**config.mk**
```make
export PLATFORM = sky130hd
export DESIGN_NAME = vga_scan_driver
export DESIGN_NICKNAME = d
export VERILOG_FILES = /design/src/rtl/vga_scan_driver.sv
export SDC_FILE = /design/constraint.sdc
export NUM_CORES = 1
export LEC_CHECK = 0
export BUFFER_PORTS_ARGS = -buffer_cell sky130_fd_sc_hd__clkbuf_2
export CAP_MARGIN = 10
export CORE_ASPECT_RATIO = 0.75
export CORE_MARGIN = 1.5
export CORE_UTILIZATION = 50
export DETAILED_ROUTE_END_ITERATION = 8
export PLACE_DENSITY = 0.76
export SYNTH_ARGS = -nofsm -noshare
export SYNTH_HDL_FRONTEND = slang
export SYNTH_SLANG_ARGS = --single-unit
```
**constraint.sdc**
```tcl
create_clock -name clock -period 1.8 [get_ports clock]
set_input_delay 0.09 -clock clock [delete_from_list [all_inputs] [get_ports clock]]
set_output_delay 0.09 -clock clock [all_outputs]
set_load 0.02 [all_outputs]
```
**src/rtl/vga_scan_driver.sv**
```systemverilog
// VGA scan timing generator: pixel divider, col/row scan counters, registered
// rgb/hsync/vsync output stage and a once-per-frame update strobe.
module vga_scan_driver #(
  parameter int unsigned H_VISIBLE = 640,
  parameter int unsigned H_FRONT   = 16,
  parameter int unsigned H_SYNC    = 96,
  parameter int unsigned H_BACK    = 48,
  parameter int unsigned V_VISIBLE = 480,
  parameter int unsigned V_FRONT   = 10,
  parameter int unsigned V_SYNC    = 2,
  parameter int unsigned V_BACK    = 33,
  parameter int unsigned CLOCK_DIV = 2
) (
  input  logic       clock,
  input  logic       reset,
  input  logic [2:0] rgb_in,
  output logic [9:0] row,
  output logic [9:0] col,
  output logic       visible,
  output logic       pixel_tick,
  output logic       hsync,
  output logic       vsync,
  output logic [2:0] rgb,
  output logic       frame_tick
);

  localparam int unsigned H_TOTAL = H_VISIBLE + H_FRONT + H_SYNC + H_BACK;
  localparam int unsigned V_TOTAL = V_VISIBLE + V_FRONT + V_SYNC + V_BACK;
  localparam int unsigned DIV_W   = (CLOCK_DIV > 1) ? $clog2(CLOCK_DIV) : 1;

  localparam logic [DIV_W-1:0] DIV_LAST = DIV_W'(CLOCK_DIV - 1);
  localparam logic [DIV_W-1:0] DIV_ONE  = DIV_W'(1);
  localparam logic [9:0] H_LAST     = 10'(H_TOTAL - 1);
  localparam logic [9:0] V_LAST     = 10'(V_TOTAL - 1);
  localparam logic [9:0] H_VIS      = 10'(H_VISIBLE);
  localparam logic [9:0] V_VIS      = 10'(V_VISIBLE);
  localparam logic [9:0] V_VIS_LAST = 10'(V_VISIBLE - 1);
  localparam logic [9:0] HS_START   = 10'(H_VISIBLE + H_FRONT);
  localparam logic [9:0] HS_END     = 10'(H_VISIBLE + H_FRONT + H_SYNC);
  localparam logic [9:0] VS_START   = 10'(V_VISIBLE + V_FRONT);
  localparam logic [9:0] VS_END     = 10'(V_VISIBLE + V_FRONT + V_SYNC);

  logic [DIV_W-1:0] div_q, div_d;
  logic [9:0]       col_q, col_d;
  logic [9:0]       row_q, row_d;
  logic [2:0]       rgb_q, rgb_d;
  logic             hsync_q, hsync_d;
  logic             vsync_q, vsync_d;
  logic             frame_tick_q, frame_tick_d;

  // With CLOCK_DIV=1 the divider is stuck at 0 == DIV_LAST, so the tick is constant.
  assign pixel_tick = (div_q == DIV_LAST);
  assign visible    = (col_q < H_VIS) && (row_q < V_VIS);

  always_comb begin
    div_d        = pixel_tick ? '0 : div_q + DIV_ONE;
    col_d        = col_q;
    row_d        = row_q;
    rgb_d        = rgb_q;
    hsync_d      = hsync_q;
    vsync_d      = vsync_q;
    frame_tick_d = 1'b0;
    if (pixel_tick) begin
      if (col_q == H_LAST) begin
        col_d = '0;
        row_d = (row_q == V_LAST) ? '0 : row_q + 10'd1;
      end else begin
        col_d = col_q + 10'd1;
      end
      // Output stage samples the pre-increment coordinates: one pixel of latency.
      rgb_d        = visible ? rgb_in : '0;
      hsync_d      = !((col_q >= HS_START) && (col_q < HS_END));
      vsync_d      = !((row_q >= VS_START) && (row_q < VS_END));
      frame_tick_d = (col_q == H_LAST) && (row_q == V_VIS_LAST);
    end
  end

  always_ff @(posedge clock) begin
    if (reset) begin
      div_q        <= '0;
      col_q        <= '0;
      row_q        <= '0;
      rgb_q        <= '0;
      hsync_q      <= 1'b1;
      vsync_q      <= 1'b1;
      frame_tick_q <= 1'b0;
    end else begin
      div_q        <= div_d;
      col_q        <= col_d;
      row_q        <= row_d;
      rgb_q        <= rgb_d;
      hsync_q      <= hsync_d;
      vsync_q      <= vsync_d;
      frame_tick_q <= frame_tick_d;
    end
  end

  assign col        = col_q;
  assign row        = row_q;
  assign rgb        = rgb_q;
  assign hsync      = hsync_q;
  assign vsync      = vsync_q;
  assign frame_tick = frame_tick_q;

endmodule
```
==> out/results.ini <==
[synthesis]
syn_nets=157
synth_area_leader_cell=dfxtp_1
synth.avg_cell_area_sq_um=8.65
synth-xor-area-share=0.0684
synth.area.top_cells=dfxtp_1 42%, nand4_1 4.4%, a21oi_1 4.3%
netlist.area_leader.share=0.422
ys.flop_type=dfxtp_1
synth_common_cells=27 x dfxtp_1, 11 x a21oi_1, 11 x nand2_1
synth_compound_area_frac=0.117
ys_warn_count=0
synthSimpleGateAreaFrac=0.313
synth_fa_ha_area_frac=0.0391
synth-edff-count=0
synthMuxAreaShare=0
synth_cell_types=31
yosysMostFrequentCell=dfxtp_1
synthArstFlopShare=0
yosysSeqAreaShare=0.422
synth_top_family_by_area=simple AND/OR/NAND/NOR gates
synth_area_sq_um=1280
syn-instance-count=148
yosys_register_bits=27

[sta]
slew_viol_final=0
relSlewSlack=0.748
finalSetupViolCount=0
post-route-min-period_ns=1.71
hold-worst-slack_ns=0.138
fin_tns_setup_ns=0
period_share=0.950
fmaxAchievable_ghz=0.585
final.setup_skew_ns=0.0146
rsz0062_at_grt=no
tightest_slew_ns=0.375
hold_violations=0

[cts]
cts_tree=done
clk_pin_slew_ns=0.16
clk_path_buf_depth=2
cts_buffers=3
htree_num_levels=1
clock_sinks=27
cts_root_buf=clkbuf_4
clock_latency_ns=0.34

[cells_and_area]
nFillCells=202
antennaDiodeCount=0
final_net_count=206
drive_above_1_share=0.291
area_delta_synth_final_pct=28.5

[global_route]
grtUsageTotal=0.244
grt_antenna_before_repair=0
grt_pass1_wl_mm=5.09
overflow=0
grt_max_degree=19
first_global_vias=1084

[floorplan]
row_count=15
start_util=0.541
core_area_sq_um=2360
fp.dieH_um=46.8
die_area_sq_um=2880
fp.dieW_um=61.4
ios=33

[setup_path]
reg2reg_slack_ns=0.09
cp_data_arrival_time_ns=1.95
end_kind=flop
worst_setup_path_start_kind=flop
crit_type=reg -> reg
required_ns=2.04
cp_max_fo=6

[route]
first_pass_iters=4
wl_mm=3.25
ant_nets=0
wl_per_cell_um=14.1
drc=0
viasPerCell=5.60
drt_iter0_markers=83
vias=1289

[flow_run]
drv_cap=0

[pwr]
power.density_nw_per_um2=586
p_leak_nw=0.660
power_switching_mw=0.242
seq_power_share=0.639
p_sw_frac=0.251
ir_worst_vdd_v=0.000457
pwr-share-clk=0.285
p_int_mw=0.722
power_frac_comb=0.075

[placement]
place_congestion=0.849
hpwl_mm=2.47
port-buffer-count=32

[worst_hold_path]
hp-class=in -> reg

[status]
run_status=complete, no violations

power groups by stage:
stage	combinational [mW]	sequential (mW)	clock (mW)
after global routing	0.0795	0.617	0.308
after CTS	0.0708	0.617	0.278
after detailed placement	0.0655	0.630	0
after floorplan	0.0286	0.641	0
after global placement	0.0631	0.629	0
final	0.0727	0.616	0.275
cells in the final DEF, fill, tap and decap left out, types with 3 or more instances in the layout:
cell,count
a21oi_1,11
a22o_1,3
and3_1,3
buf_4,13
clkbuf_2,32
clkbuf_4,3
dfxtp_1,25
dlygate4sd3_1,3
ha_1,3
inv_1,9
nand2_1,11
nand3_1,9
nand4_1,9
nor2_1,10
nor3_1,10
o21ai_0,4
or3_1,5
or4_1,4
xnor2_1,5
xor2_1,5
worst max-delay path: stages, from the launching register on:
cell and delay (ns):
dfxtp_1 0.38, or3_1 0.39, or4_1 0.52, o21bai_4 0.23, a21oi_1 0.08
per-layer routing:
metal  up-vias  share of wire  global-route usage
met5         -              0                   0
met4         0          0.013              0.0723
met1       592           0.47               0.346
li1        637              -                   -
met2        54           0.45               0.372
met3         6          0.069              0.0634
path summary, 6_finish.rpt:
path                            start                  end  cells after the start
hold reg to reg   rgb[1]$_SDFFE_PP0P_  rgb[1]$_SDFFE_PP0P_                      1
setup reg to reg  row[5]$_SDFFE_PP0P_  row[9]$_SDFFE_PP0P_                      4
setup / recovery  row[5]$_SDFFE_PP0P_  row[9]$_SDFFE_PP0P_                      4
hold / removal                  reset  col[0]$_SDFFE_PP0P_                      3
flip-flops by register name, summed over array words and instances (netlist names):
name and cells:
col 10, frame_tick 1, hsync 1, pixel_tick 1, rgb 3, row 10, vsync 1
layout make-up:
cell class              instances  area [sq um]  share of cell area
clock buffers                   3          22.5              0.0137
inverters                       9          33.8              0.0205
well taps                      34          42.5              0.0259
flip-flops and latches         27           548               0.333
clock inverters                 1          7.51             0.00456
repair buffers                 48           288               0.175
multi-input cells             108           703               0.427
cell families (layout without fill, tap and decap cells):
family,count (synthesis),after routing
and+or+nand+nor,70,70
DFF,27,27
AOI/OAI and AO/OA,24,24
buffers and inverters,13,61
xor gates and xnor gates,10,10
adders and majority gates,4,4
metrics by stage:
step	instance area, sq um	worst slack [ns]	cells	total power [mW]	utilization
3_5_place_dp	1570	0.0927	223	0.695	0.662
6_report	1650	0.0901	230	0.964	0.696
3_3_place_gp	1570	0.164	223	0.692	0.662
2_1_floorplan	1280	0.0932	148	0.670	-
5_1_grt	1650	0.0000313	230	1.01	0.696
4_1_cts	1630	0.0495	230	0.966	0.687
timing repair:
action	4_1_cts	5_1_grt
endpoints found under the setup margin	0	8
gates resized for setup	0	5
endpoints found under the hold margin	3	0
setup buffers	0	0
hold buffers	3	0
Note: power is estimated with default switching activity, not from simulation.
